==> config.mk <==
export PLATFORM = sky130hd
export DESIGN_NAME = arbitro_req_ctrl
export DESIGN_NICKNAME = d
export VERILOG_FILES = /design/src/rtl/arbitro_req_ctrl.sv
export SDC_FILE = /design/constraint.sdc
export NUM_CORES = 1
export LEC_CHECK = 0
export CAP_MARGIN = 20
export CORE_MARGIN = 4
export CORE_UTILIZATION = 55
export DETAILED_ROUTE_END_ITERATION = 10
export DONT_BUFFER_PORTS = 1
export PLACE_DENSITY = 0.75
export RECOVER_POWER = 100
export SLEW_MARGIN = 15
export SYNTH_ARGS = -nofsm -noshare
export SYNTH_HDL_FRONTEND = slang
export SYNTH_SLANG_ARGS = --single-unit
export TNS_END_PERCENT = 5
==> constraint.sdc <==
create_clock -name clk -period 1.53 [get_ports clk]
set_input_delay 0.0765 -clock clk [delete_from_list [all_inputs] [get_ports clk]]
set_output_delay 0.0765 -clock clk [all_outputs]
set_load 0.005 [all_outputs]
==> src/rtl/arbitro_req_ctrl.sv <==
// Requester-side controller for the 4-input fixed-priority arbiter: queues strobes, owns the resource per grant.
// Optional arbiter consistency checking is compiled in with `define GRANT_CHECK_EN.

module arbitro_req_ctrl_pend #(
  parameter int PEND_W = 2
) (
  input  logic clk,
  input  logic rst,
  input  logic inc_i,
  input  logic dec_i,
  output logic nz_o,
  output logic ovf_o
);
  localparam logic [PEND_W-1:0] PMAX = '1;

  logic [PEND_W-1:0] cnt_q, cnt_d;
  logic              ovf_q, ovf_d;

  // Saturating up/down counter; simultaneous inc and dec cancel out.
  always_comb begin
    cnt_d = cnt_q;
    ovf_d = ovf_q;
    if (inc_i && !dec_i) begin
      if (cnt_q == PMAX) ovf_d = 1'b1;
      else               cnt_d = cnt_q + PEND_W'(1);
    end else if (dec_i && !inc_i && cnt_q != '0) begin
      cnt_d = cnt_q - PEND_W'(1);
    end
  end

  always_ff @(posedge clk) begin
    if (rst) begin
      cnt_q <= '0;
      ovf_q <= 1'b0;
    end else begin
      cnt_q <= cnt_d;
      ovf_q <= ovf_d;
    end
  end

  assign nz_o  = (cnt_q != '0);
  assign ovf_o = ovf_q;
endmodule

module arbitro_req_ctrl #(
  parameter int BURST_LEN = 4,
  parameter int PEND_W    = 2
) (
  input  logic       clk,
  input  logic       rst,
  input  logic [3:0] req_pulse,
  output logic [3:0] R,
  input  logic       Av,
  input  logic [3:0] Grant,
  input  logic [1:0] Grant_num,
  output logic       busy,
  output logic [1:0] owner,
  output logic [3:0] done,
  output logic [3:0] overflow,
  output logic       grant_err
);
  localparam logic [1:0] S_IDLE = 2'd0;
  localparam logic [1:0] S_BUSY = 2'd1;
  localparam logic [1:0] S_DONE = 2'd2;
  localparam logic [7:0] LAST_BEAT = 8'(BURST_LEN - 1);

  logic [1:0] state_q, state_d;
  logic [1:0] owner_q, owner_d;
  logic [7:0] beat_q, beat_d;
  logic [3:0] dec, nz;
  logic       take;

  // The arbiter is only consulted while idle.
  assign take = (state_q == S_IDLE) && !Av;

  for (genvar i = 0; i < 4; i++) begin : g_pend
    assign dec[i] = take && (Grant_num == 2'(i));
    arbitro_req_ctrl_pend #(.PEND_W(PEND_W)) u_pend (
      .clk   (clk),
      .rst   (rst),
      .inc_i (req_pulse[i]),
      .dec_i (dec[i]),
      .nz_o  (nz[i]),
      .ovf_o (overflow[i])
    );
  end

  assign R     = (state_q == S_IDLE) ? nz : 4'b0000;
  assign busy  = (state_q == S_BUSY);
  assign owner = owner_q;
  assign done  = (state_q == S_DONE) ? (4'b0001 << owner_q) : 4'b0000;

  always_comb begin
    state_d = state_q;
    owner_d = owner_q;
    beat_d  = beat_q;
    case (state_q)
      S_IDLE: begin
        if (take) begin
          owner_d = Grant_num;
          beat_d  = 8'd0;
          state_d = S_BUSY;
        end
      end
      S_BUSY: begin
        if (beat_q == LAST_BEAT) state_d = S_DONE;
        else                     beat_d  = beat_q + 8'd1;
      end
      S_DONE:  state_d = S_IDLE;
      default: state_d = S_IDLE;
    endcase
  end

  always_ff @(posedge clk) begin
    if (rst) begin
      state_q <= S_IDLE;
      owner_q <= 2'd0;
      beat_q  <= 8'd0;
    end else begin
      state_q <= state_d;
      owner_q <= owner_d;
      beat_q  <= beat_d;
    end
  end

`ifdef GRANT_CHECK_EN
  logic gerr_q, mismatch;

  // A bad grant is flagged but the transfer still follows Grant_num.
  assign mismatch = (Grant != (4'b0001 << Grant_num)) || !R[Grant_num] || (Av != (R == 4'b0000));

  always_ff @(posedge clk) begin
    if (rst)                  gerr_q <= 1'b0;
    else if (take && mismatch) gerr_q <= 1'b1;
  end

  assign grant_err = gerr_q;
`else
  logic unused_grant;
  assign unused_grant = ^Grant;
  assign grant_err    = 1'b0;
`endif
endmodule
**Word level (Yosys, flattened, before mapping)**

Cells that the tools add are included.

- Bits in read-only memories: 0
- Output and inout bits: 16
- Bits in writable memories: 0
- Word-level logic and storage cells: 106
- Bits of input ports: 13
- Memories kept: 0
- Latch bits: 0
- Bits in registers: 24

- Reduce and logical (&&, ||, !) cells: 48
- Multiplexer cells: 20
- Magnitude comparators: 0
- Divide/modulo/power cells: 0
- Eq/ne operators: 17
- Add/subtract/negate cells: 9
- Bitwise gates (word level): 0
- Shift-type cells: 1
- Multiply operators: 0

Operators by type and width:

| operator | number |
|---|---|
| 2-bit two-way mux | 14 |
| 2-bit AND reduction | 10 |
| 2-bit nonzero test | 9 |
| 1-bit logical AND | 17 |
| 8-bit two-way mux | 2 |
| 8-bit case mux with 2 select lines | 1 |
| 2-bit == test (second input constant) | 7 |
| 2-bit != test (second input constant) | 6 |
| 1-bit zero test | 9 |
| 2-bit by 1-bit adder with 2-bit output (second input constant) | 4 |
| 8-bit by 1-bit adder with 8-bit output (second input constant) | 1 |
| 8-bit by 2-bit == test with 1-bit output (second input constant) | 1 |
| 4-bit two-way mux | 2 |
| 2-bit by 1-bit subtractor with 2-bit output (second input constant) | 4 |
| 2-bit by 1-bit == test with 1-bit output (second input constant) | 2 |
| 2-bit zero test | 2 |
| 2-bit case mux with 2 select lines | 1 |
| 1-bit by 2-bit << shifter with 4-bit output (first input constant) | 1 |
| 3-bit AND reduction | 1 |
| 2-bit by 1-bit != test with 1-bit output (second input constant) | 1 |

**Depth between registers and ports, before layout**

Gate-level depths: netlist of run 1.

- Depth after elaboration: 7
- Mapped depth: 6
- Depth with buffers taken out: 5

**Modules after synthesis**

A second synthesis of run 1 with hierarchy kept.

- Cells, all modules: 149
- Area, all modules: 1,320.0 um^2

Modules (own cells, without submodules):

| module | cells each | area an instance (um^2) | times used | seq. area each (um^2) |
|---|---|---|---|---|
| arbitro_req_ctrl | 85 | 729.4 | 1 | 240.2 |
| arbitro_req_ctrl_pend | 16 | 147.6 | 4 | 60.1 |

**Worst setup path before layout of run 1**

No wires, ideal clock.

- Path kind: reg2reg
- Start: register beat_q[0]
- End: register beat_q[0]
- Path slack: -116 ps
- Library setup time: 124 ps
- Arrival: 1,522 ps
- Buffers on the path: 0
- Stages on the path, launching flop included: 6
- Data required time: 1,406 ps
- Path through: dfxtp_1 > ha_1 > or4b_1 > nor4_1 > nor2_1 > mux2i_1

- Longest elaborated chain between the ends: 3
- Elaborated cells between the ends (all ways): 6

Ends and longest elaborated chain:

| element | RTL line | text |
|---|---|---|
| start, declared | 69 | `logic [7:0] beat_q, beat_d;` |
| start signal, assigned | 122 | `beat_q <= beat_d;` |
| 8-bit by 1-bit adder with 8-bit output / 8-bit by 2-bit == test with 1-bit output (equally long branches) | 107, 106 |  |
| 8-bit two-way mux / 2-bit != test (equally long branches) | - |  |
| 8-bit case mux with 2 select lines / 3-bit AND reduction (equally long branches) | - |  |

Several ways; a longest one is shown, not always the timed one. The select of a mux whose other input is x is not followed.
A chain may end at the register's enable or synchronous reset.

**Final worst setup path of run 1**

- Start: register state_q[0]
- End: register g_pend[1].u_pend.cnt_q[0]

- Longest elaborated chain between the ends: 7
- Elaborated cells between the ends (all ways): 11

Ends and longest elaborated chain:

| element | RTL line | text |
|---|---|---|
| start, declared | 67 | `logic [1:0] state_q, state_d;` |
| start signal, assigned | 120 | `state_q <= state_d;` |
| 2-bit zero test (*) | 74 | `assign take = (state_q == S_IDLE) && !Av;` |
| 1-bit logical AND (*) | 74 |  |
| 1-bit logical AND (*) | 77 | `assign dec[i] = take && (Grant_num == 2'(i));` |
| 1-bit zero test / 1-bit logical AND (equally long branches) | 23, 26 |  |
| 1-bit logical AND (on tied branches) | 23, 26 |  |
| 2-bit != test (no line) / 2-bit nonzero test (equally long branches) | - |  |
| 2-bit AND reduction (no line) | - |  |
| end signal, assigned | 36 | `cnt_q <= cnt_d;` |
| end, declared | 16 | `logic [PEND_W-1:0] cnt_q, cnt_d;` |

Every way passes the cells marked *; elsewhere a longest branch is shown, timed or not.

==> results.sh, run 1 <==
export IMPL_synth_fp_nets=163
export IMPL_yosys_top_cells_area="sky130_fd_sc_hd__dfxtp_1 39%, sky130_fd_sc_hd__o21ai_0 4.8%, sky130_fd_sc_hd__a21oi_1 4.4%, sky130_fd_sc_hd__nor2_1 3.9%, sky130_fd_sc_hd__mux2_1 3.6%"
export IMPL_cp_start_kind="flop"
export IMPL_use_met1_pct=22.2
export IMPL_final_area_um2=1510
export IMPL_ys_async_sr_fraction_pct=0
export IMPL_r2r_slack_ps=-50
export IMPL_initial_core_util_pct=60.3
export IMPL_max_slew_worst_pin_slew_ps=735
export IMPL_track_usage_pct=18.7
export IMPL_post_route_min_period_ps=1580
export IMPL_worst_hold_slack_ps=14.8
export IMPL_remaining_routing_drc_violations=0
export IMPL_fill_cells=166
export IMPL_irDropWorstVdd_v=0.000663
export IMPL_die_height_um=55.5
export IMPL_setup_worst_path_end_class="flop"
export IMPL_critical_path_max_stage_delay_ps=390
export IMPL_globalRouteMet2Util_pct=32.1
export IMPL_cts_buffer_depth=2
export IMPL_post_synth_top_count_cell="sky130_fd_sc_hd__dfxtp_1"
export IMPL_grt_antenna_before_repair=0
export IMPL_post_route_cells_drive_above_1_share_pct=26.2
export IMPL_global_route_peak_usage_layer="met2"
export IMPL_maxCapViolations=0
export IMPL_synth_ff_latch_count=24
export IMPL_cts_buffers_inserted=3
export IMPL_slowest_stage="sky130_fd_sc_hd__or3b_4"
export IMPL_pwr_density_cell_nw_per_um2=812
export IMPL_postPlaceCellArea_um2=1360
export IMPL_met3_layer_usage_reported_by_global_route_pct=4.43
export IMPL_outcome="finished, violations left"
export IMPL_worst_slack_ps=-50.1
export IMPL_synth_cell_area_um2=1240
export IMPL_wire_per_inst_um=14.6
export IMPL_place_hpwl_um=2030
export IMPL_netlist_top_cell_by_area="sky130_fd_sc_hd__dfxtp_1"
export IMPL_syn_to_final_growth_pct=21.9
export IMPL_ys_warnings_count=0
export IMPL_routed_wl_um=2850
export IMPL_detailroute_via_count=1149
export IMPL_ios=29
export IMPL_netlist_cell_type_count=37
export IMPL_timing_final_crit_share_pct=103
export IMPL_num_nets_final=183
export IMPL_later_pin_clock_latency_in_the_skew_report_ps=320
export IMPL_path_cells="or3b_4 > o31a_1 > mux2_4 > a21oi_2"
export IMPL_timing_hold_violations_final=0
export IMPL_postSynthCellCount=149
export IMPL_failed_checks="negative setup slack"
export IMPL_number_of_levels_in_the_clock_h_tree=1
export IMPL_port_buffers=0
export IMPL_postSynth_topFlopCell="sky130_fd_sc_hd__dfxtp_1"
export IMPL_cts_sinks=24
export IMPL_drt_vias_per_instance=5.89
export IMPL_synthesis_area_per_instance_um2=8.34
export IMPL_cellLeakagePower_nw=0.580
export IMPL_grt_setup_unrepaired="true"
export IMPL_worst_clock_skew_ps=3.21
export IMPL_place_congestion=0.765
export IMPL_wire_length_of_the_first_global_routing_pass_um=4690
export IMPL_cp_required_ps=1790
export IMPL_synth_seq_area_share_pct=38.7
export IMPL_cts_reportedPaths_clkPinSlew_ps=130
export IMPL_class_of_the_worst_hold_path="primary input to flop"
export IMPL_via_count_of_the_first_global_routing_pass=1096
export IMPL_slew_violations=0
export IMPL_cts_root_buf="sky130_fd_sc_hd__clkbuf_4"
export IMPL_congestion_overflow_gr=0
export IMPL_ant_nets=0
export IMPL_row_count=16
export IMPL_tritoncts="done"
export IMPL_yosys_top_cells_count="24 x sky130_fd_sc_hd__dfxtp_1, 13 x sky130_fd_sc_hd__nor2_1, 12 x sky130_fd_sc_hd__o21ai_0"
export IMPL_critical_path_arrival_ps=1840
export IMPL_critPathMaxFanout=5
export IMPL_final_setup_viol_count=8
export IMPL_synth_edff_count=0
export IMPL_first_pass_iters=4
export IMPL_core_um2=2060
export IMPL_crit_type="flop to flop"
export IMPL_num_antenna_cells=0
export IMPL_max_clock_freq_ghz=0.633
export IMPL_die_outline_area_um2=3080
export IMPL_synthDominantCellAreaShare_pct=38.7
export IMPL_die_x_um=55.5
export IMPL_max_slew_margin_pct=50.9
export IMPL_dr_first_iter_drc_count=33
export IMPL_pin_count_of_the_biggest_net_entering_global_routing=21
metal layers:
metal | routed length (um) | share of wire [%]
met5 | 0 | 0
met2 | 1410 | 49
met4 | 39 | 1.4
met3 | 175 | 6.1
met1 | 1230 | 43
through the flow:
| stage | utilization (%) | cells | TNS, ps | setup WS, ps | power, mW |
|---|---|---|---|---|---|
| floorplan | - | 149 | -190 | -65.6 | 0.817 |
| global placement | 66.1 | 183 | -68.7 | -20.2 | 0.853 |
| detailed placement | 66.1 | 183 | -424 | -95.4 | 0.863 |
| CTS | 71.8 | 193 | -240 | -46.7 | 1.22 |
| global route | 73.4 | 195 | -1020 | -110 | 1.29 |
| finish | 73.4 | 195 | -203 | -50.1 | 1.23 |
logic make-up (layout without fill, tap and decap cells):
family / count (synthesis) / in the layout / synth area share, %
simple gates: 56 / 56 / 24.5
compound gates: 42 / 42 / 20.6
flops: 24 / 24 / 38.7
buf+inv: 14 / 33 / 5.94
mux: 8 / 8 / 6.85
xor+xnor: 3 / 3 / 2.12
fa+ha+maj: 1 / 1 / 1.01
other cells: 1 / 1 / 0.302
power breakdown:
part / switching [mW] / internal [mW] / leakage [nW]
clock: 0.192 / 0.146 / 0.0210
sequential: 0.0398 / 0.655 / 0.198
combinational: 0.0889 / 0.107 / 0.361
total: 0.321 / 0.908 / 0.580
critical path, delay by kind of cell, from the launching register on:
kind | cells | cell delay (ps)
and+or+nand+nor | 1 | 390
DFF | 1 | 380
AOI/OAI and AO/OA | 2 | 440
muxes | 1 | 310
cell usage in the layout (no fill, tap or decap), types with 5 or more instances in the layout:
master                          instances
sky130_fd_sc_hd__dfxtp_1               20
sky130_fd_sc_hd__buf_4                 19
sky130_fd_sc_hd__nor2_1                12
sky130_fd_sc_hd__nand2_1               11
sky130_fd_sc_hd__o21ai_0               10
sky130_fd_sc_hd__a21oi_1                9
sky130_fd_sc_hd__o21a_1                 6
sky130_fd_sc_hd__or3_1                  6
sky130_fd_sc_hd__o31ai_1                6
sky130_fd_sc_hd__clkbuf_4               5
sky130_fd_sc_hd__dlygate4sd3_1          5
area by class of cell:
| class | instances | area, um^2 | share of cell area [%] |
|---|---|---|---|
| inverters | 1 | 3.75 | 0.248 |
| flip-flops and latches | 24 | 488 | 32.2 |
| well taps | 27 | 33.8 | 2.23 |
| repair buffers | 28 | 216 | 14.3 |
| clock buffers | 4 | 36.3 | 2.40 |
| multi-input cells | 111 | 736 | 48.6 |
timing repair:
item,CTS,global route
resized for setup,9,11
setup buffers,1,2
pin swaps,2,8
hold endpoints to repair,21,0
setup endpoints to repair,13,18
hold buffers,5,0
registers in the layout, summed over array words and instances (netlist names):
register	count
owner	2
beat_q	8
g_pend.u_pend.ovf_o	4
state_q	2
g_pend.u_pend.cnt_q	8
worst paths after layout:
kind / from / depth (start not counted) / endpoint
setup / recovery: state_q[0] / 4 / g_pend[1].u_pend.cnt_q[0]
hold / removal: req_pulse[1] / 4 / g_pend[1].u_pend.cnt_q[0]
setup reg to reg: state_q[0] / 4 / g_pend[1].u_pend.cnt_q[0]
hold reg to reg: g_pend[2].u_pend.ovf_o / 2 / g_pend[2].u_pend.ovf_o
(Power assumes the default switching activity.)
==> inputs of run 2 (changes only) <==
Settings changed: CORE_UTILIZATION 55 to 50, PLACE_DENSITY 0.75 to 0.7.
==> run 2 against run 1 <==
  * The run still ends with negative setup slack left
  * Clock power grew 36%
  * Register-to-register slack is essentially flat
  * First-iteration DRC count grew 24%
  * Critical path type unchanged
  * Critical endpoint is now state_q[0]
  * Largest cell class unchanged
==> results.sh, run 2 (synthesis results as in run 1) <==
export IMPL_grt_antenna_before_repair=0
export IMPL_drt_vias_per_instance=5.73
export IMPL_critical_path_max_stage_delay_ps=470
export IMPL_die_outline_area_um2=3350
export IMPL_power_share_combinational_pct=13.2
export IMPL_fill_cells=197
export IMPL_maxCapViolations=0
export IMPL_cellLeakagePower_nw=0.551
export IMPL_timing_hold_violations_final=0
export IMPL_cts_reportedPaths_clkPinSlew_ps=140
export IMPL_max_slew_worst_pin_slew_ps=707
export IMPL_switching_power_uw=315
export IMPL_die_x_um=57.9
export IMPL_setup_total_negative_slack_ps=-248
export IMPL_die_height_um=57.9
export IMPL_worstReg2RegStart="beat_q[0]"
export IMPL_crit_type="flop to flop"
export IMPL_congestion_overflow_gr=0
export IMPL_whs_path_depth=4
export IMPL_cp_start_kind="flop"
export IMPL_cp_required_ps=1700
export IMPL_r2r_slack_ps=-60
export IMPL_first_pass_iters=4
export IMPL_slew_violations=0
export IMPL_wire_length_of_the_first_global_routing_pass_um=4800
export IMPL_worst_clock_skew_ps=5.05
export IMPL_cpMostUsedCell="sky130_fd_sc_hd__buf_4"
export IMPL_ant_nets=0
export IMPL_holdCritStartpoint="req_pulse[1]"
export IMPL_num_antenna_cells=0
export IMPL_internal_portion_of_total_power_mw=1.01
export IMPL_max_slew_margin_pct=52.7
export IMPL_failed_checks="negative setup slack"
export IMPL_routed_wl_um=2720
export IMPL_class_of_the_worst_hold_path="primary input to flop"
export IMPL_cts_buffers_inserted=3
export IMPL_mostFrequentLayoutCell="sky130_fd_sc_hd__dfxtp_1"
export IMPL_layout_cells_most_common_list="21 x sky130_fd_sc_hd__dfxtp_1, 15 x sky130_fd_sc_hd__buf_4, 13 x sky130_fd_sc_hd__nor2_1"
export IMPL_detailroute_via_count=1100
export IMPL_grt_setup_unrepaired="true"
export IMPL_pwr_share_clk_pct=34.6
export IMPL_post_route_min_period_ps=1590
export IMPL_path_cells="ha_1 > or4b_4 > nor4_4 > buf_4 > buf_4 > a2111oi_0"
export IMPL_r2r_worst_path_cells=6
export IMPL_worstReg2RegEnd="state_q[0]"
export IMPL_cts_buffer_depth=2
export IMPL_cts_root_buf="sky130_fd_sc_hd__clkbuf_4"
export IMPL_final_core_util_pct=64.4
export IMPL_dr_first_iter_drc_count=41
export IMPL_remaining_routing_drc_violations=0
export IMPL_pwr_density_cell_nw_per_um2=897
export IMPL_slowest_stage="sky130_fd_sc_hd__or4b_4"
export IMPL_row_count=17
export IMPL_timing_final_crit_share_pct=104
export IMPL_syn_to_final_growth_pct=19.0
export IMPL_cts_sinks=24
export IMPL_max_clock_freq_ghz=0.630
export IMPL_wire_per_inst_um=14.2
export IMPL_setup_worst_path_end_class="flop"
export IMPL_place_congestion=0.759
export IMPL_pin_count_of_the_biggest_net_entering_global_routing=21
export IMPL_critPathMaxFanout=4
export IMPL_outcome="finished, violations left"
export IMPL_critical_path_arrival_ps=1760
export IMPL_power_switching_share_pct=23.7
export IMPL_place_hpwl_um=1940
export IMPL_worst_slack_ps=-57.4
export IMPL_num_nets_final=179
export IMPL_port_buffers=0
export IMPL_worstHoldEndpoint="g_pend[1].u_pend.cnt_q[0]"
export IMPL_sequentialPowerShare_pct=52.3
export IMPL_via_count_of_the_first_global_routing_pass=1092
export IMPL_core_um2=2300
export IMPL_final_setup_viol_count=10
export IMPL_track_usage_pct=18.0
export IMPL_later_pin_clock_latency_in_the_skew_report_ps=310
export IMPL_post_route_cells_drive_above_1_share_pct=19.5
export IMPL_irDropWorstVdd_v=0.000639
export IMPL_ios=29
export IMPL_tritoncts="done"
export IMPL_number_of_levels_in_the_clock_h_tree=1
export IMPL_initial_core_util_pct=54.1
run 2: repair_timing:
action	in CTS	in global routing
hold buffers	5	0
hold endpoints to repair	24	0
endpoints found under the setup margin	11	17
resized for setup	7	3
buffers inserted	1	0
run 2: area by class of cell:
| cell class | instances | area [um^2] | area share [%] |
|---|---|---|---|
| Inverter | 1 | 3.75 | 0.254 |
| Tap cell | 28 | 35.0 | 2.37 |
| Clock inverter | 1 | 30.0 | 2.03 |
| Multi-Input combinational cell | 111 | 723 | 48.9 |
| Clock buffer | 3 | 22.5 | 1.52 |
| Timing Repair Buffer | 24 | 180 | 12.2 |
| Sequential cell | 24 | 484 | 32.7 |
run 2: power groups by stage:
| stage | clock network, mW | registers (mW) | logic (mW) |
|---|---|---|---|
| 6_report | 0.458 | 0.694 | 0.175 |
| 5_1_grt | 0.496 | 0.701 | 0.194 |
| 4_1_cts | 0.473 | 0.691 | 0.176 |
| 3_5_place_dp | 0 | 0.704 | 0.154 |
| 3_3_place_gp | 0 | 0.700 | 0.146 |
| 2_1_floorplan | 0 | 0.697 | 0.120 |
run 2: worst max-delay path: cells and delay by family, from the launching register on:
kind / cells / cell delay [ps]
DFF: 1 / 350
adders and majority gates: 1 / 160
AOI/OAI and AO/OA: 1 / 70
buffers and inverters: 2 / 260
and+or+nand+nor: 2 / 600
run 2: worst max-delay path by stage:
stage,start,endpoint,cells past startpoint
after floorplan,state_q[0],g_pend[1].u_pend.cnt_q[0],5
after global placement,state_q[0],beat_q[7],4
after detailed placement,state_q[0],beat_q[7],4
after CTS,beat_q[0],beat_q[0],6
after global routing,beat_q[0],state_q[0],6
final,beat_q[0],state_q[0],6
run 2: metal layers:
metal | wire [um] | track usage [%]
met1 | 1250 | 21.4
met2 | 1300 | 31.1
met3 | 162 | 4.23
met4 | 17 | 6.95
met5 | 0 | 0
run 2: through the flow:
step | hold slack (ps) | worst slack [ps] | instances | instance area, um^2 | power (mW)
floorplan | 224 | -65.6 | 149 | 1250 | 0.817
global placement | 148 | -8.45 | 182 | 1350 | 0.847
detailed placement | 151 | -53.6 | 182 | 1350 | 0.858
CTS | 0.0699 | -39.3 | 192 | 1470 | 1.34
global route | 17.2 | -127 | 192 | 1480 | 1.39
finish | 11.5 | -57.4 | 192 | 1480 | 1.33
==> inputs of run 3 (changes only) <==
Settings changed: ABC_AREA from default to 1, CORE_ASPECT_RATIO from default to 0.7.
==> run 3 against run 2 <==
  * Synthesized area up 4.6%
  * The flow now finishes without violations
  * Register-to-register slack improved by 180 ps
  * Clock skew up 3.7 ps
  * Synthesized cell count is 29% higher
  * Maximum frequency rose by 13%
==> results.sh, run 3 <==
export IMPL_synth_ff_latch_count=24
export IMPL_cts_buffer_depth=2
export IMPL_timing_hold_violations_final=0
export IMPL_first_pass_iters=4
export IMPL_place_congestion=0.778
export IMPL_timing_final_crit_share_pct=92.1
export IMPL_slew_violations=0
export IMPL_path_depth=6
export IMPL_final_setup_viol_count=0
export IMPL_synth_fp_nets=206
export IMPL_place_hpwl_um=1970
export IMPL_wire_length_of_the_first_global_routing_pass_um=4600
export IMPL_routed_wl_um=2730
export IMPL_outcome="completed"
export IMPL_crit_type="flop to flop"
export IMPL_whs_path_depth=2
export IMPL_tritoncts="done"
export IMPL_cts_sinks=24
export IMPL_cp_required_ps=1720
export IMPL_detailroute_via_count=1221
export IMPL_ios=29
export IMPL_cts_reportedPaths_clkPinSlew_ps=80
export IMPL_final_core_util_pct=56.8
export IMPL_synthDominantCellAreaShare_pct=37.0
export IMPL_cts_buffers_inserted=3
export IMPL_worst_slack_ps=120
export IMPL_cpLargestDelayFamily="flip-flops"
export IMPL_post_route_cells_drive_above_1_share_pct=9.69
export IMPL_synth_seq_area_share_pct=37.0
export IMPL_die_x_um=68.9
export IMPL_yosys_top_cells_area="sky130_fd_sc_hd__dfxtp_1 37%, sky130_fd_sc_hd__nand3_1 10%, sky130_fd_sc_hd__nand2_1 9.0%, sky130_fd_sc_hd__inv_1 7.2%, sky130_fd_sc_hd__a21oi_1 6.9%"
export IMPL_setup_worst_path_end_class="flop"
export IMPL_postSynth_topFlopCell="sky130_fd_sc_hd__dfxtp_1"
export IMPL_maxCapViolations=0
export IMPL_wire_per_inst_um=11.9
export IMPL_class_of_the_worst_hold_path="primary input to flop"
export IMPL_port_buffers=0
export IMPL_core_um2=2480
export IMPL_netlist_cell_type_count=23
export IMPL_drt_vias_per_instance=5.31
export IMPL_row_count=15
export IMPL_postSynthCellCount=192
export IMPL_remaining_routing_drc_violations=0
export IMPL_post_synth_top_count_cell="sky130_fd_sc_hd__nand2_1"
export IMPL_netlist_top_cell_by_area="sky130_fd_sc_hd__dfxtp_1"
export IMPL_critPathBufInv=1
export IMPL_ys_async_sr_fraction_pct=0
export IMPL_irDropWorstVdd_v=0.000557
export IMPL_layout_cells_most_common_list="32 x sky130_fd_sc_hd__nand2_1, 26 x sky130_fd_sc_hd__nand3_1, 25 x sky130_fd_sc_hd__inv_1"
export IMPL_critPathMaxFanout=5
export IMPL_pin_count_of_the_biggest_net_entering_global_routing=14
export IMPL_r2r_slack_ps=120
export IMPL_syn_to_final_growth_pct=8.18
export IMPL_die_height_um=50.7
export IMPL_later_pin_clock_latency_in_the_skew_report_ps=270
export IMPL_dr_first_iter_drc_count=42
export IMPL_num_nets_final=211
export IMPL_die_outline_area_um2=3490
export IMPL_congestion_overflow_gr=0
export IMPL_path_cells="ha_1 > nand2_1 > o21ai_4 > buf_4 > nand3_1 > a21oi_1"
export IMPL_critical_path_arrival_ps=1600
export IMPL_synthesis_area_per_instance_um2=6.77
export IMPL_critical_path_max_stage_delay_ps=380
export IMPL_synth_cell_area_um2=1300
export IMPL_number_of_levels_in_the_clock_h_tree=1
export IMPL_ant_nets=0
export IMPL_worst_clock_skew_ps=8.79
export IMPL_pwr_density_cell_nw_per_um2=925
export IMPL_ys_warnings_count=0
export IMPL_track_usage_pct=17.1
export IMPL_synth_edff_count=0
export IMPL_r2r_worst_path_cells=6
export IMPL_mostFrequentLayoutCell="sky130_fd_sc_hd__nand2_1"
export IMPL_grt_antenna_before_repair=0
export IMPL_post_route_min_period_ps=1410
export IMPL_max_clock_freq_ghz=0.709
export IMPL_via_count_of_the_first_global_routing_pass=1107
export IMPL_slowest_stage="sky130_fd_sc_hd__dfxtp_1"
export IMPL_cts_root_buf="sky130_fd_sc_hd__clkbuf_8"
export IMPL_post_place_ws_ps=82.2
export IMPL_yosys_top_cells_count="31 x sky130_fd_sc_hd__nand2_1, 26 x sky130_fd_sc_hd__nand3_1, 25 x sky130_fd_sc_hd__inv_1"
export IMPL_initial_core_util_pct=52.5
export IMPL_max_slew_worst_pin_slew_ps=507
export IMPL_max_slew_margin_pct=66.1
export IMPL_num_antenna_cells=0
export IMPL_cp_start_kind="flop"
export IMPL_cellLeakagePower_nw=0.612
==> run 3: changes by cell type after synthesis, sizes merged, moves of 6 or more <==
| cell | delta |
|---|---|
| inv | +24 |
| nand3 | +23 |
| nand2 | +21 |
| nor2 | +10 |
| a21oi | +7 |
| o31ai | -6 |
| or3 | -6 |
==> run 3: logic make-up after synthesis <==
group	synth area share, %
other	0.288
buffers and inverters	11.1
DFF	37.0
and+or+nand+nor	34.6
AOI/OAI and AO/OA	16.2
adders and majority gates	0.962
==> run 3: timing repair <==
item	4_1_cts	5_1_grt
setup buffers	0	4
hold buffers	2	0
endpoints found under the hold margin	13	0
endpoints found under the setup margin	0	6
resized for setup	0	0
==> run 3: through the flow <==
stage	cells	hold WS (ps)	instance area (um^2)	total power, mW	setup TNS (ps)
finish	230	14.3	1410	1.30	0
detailed placement	219	149	1300	0.874	0
global route	230	42.9	1410	1.38	-25.9
global placement	219	147	1300	0.865	0
floorplan	192	146	1300	0.846	0
CTS	225	9.70	1380	1.30	0
==> run 3: worst register-to-register path: stages (launching register included) <==
cell and delay [ps]:
sky130_fd_sc_hd__dfxtp_1 380, sky130_fd_sc_hd__ha_1 240, sky130_fd_sc_hd__nand2_1 150, sky130_fd_sc_hd__o21ai_4 220, sky130_fd_sc_hd__buf_4 150, sky130_fd_sc_hd__nand3_1 50, sky130_fd_sc_hd__a21oi_1 150
==> run 3: final timing paths <==
path / start / end
max reg2reg: beat_q[0] / beat_q[7]
max: beat_q[0] / beat_q[7]
min reg2reg: g_pend[2].u_pend.cnt_q[1] / g_pend[2].u_pend.cnt_q[1]
min: Grant_num[1] / owner[1]
==> run 3: layer usage <==
layer	part of all wire (%)	GRT usage [%]	vias to the layer above
met5	0	0	-
met1	48	21.6	543
li1	-	-	642
met2	45	28.2	34
met3	6.1	5.37	2
met4	0.51	3.88	0
==> run 3: area by class of cell <==
class                           instances  area [um^2]
Sequential cell                        24          480
Timing Repair Buffer                    7         55.1
Inverter                               25         93.8
Clock buffer                            4         55.1
Fill cell                             245         1070
Multi-Input combinational cell        136          679
Tap cell                               34         42.5
==> run 3: power breakdown <==
| group | leakage (nW) | internal (mW) | switching [mW] |
|---|---|---|---|
| logic | 0.387 | 0.0749 | 0.123 |
| clock network | 0.0288 | 0.229 | 0.191 |
| registers | 0.196 | 0.658 | 0.0255 |
| total | 0.612 | 0.962 | 0.339 |
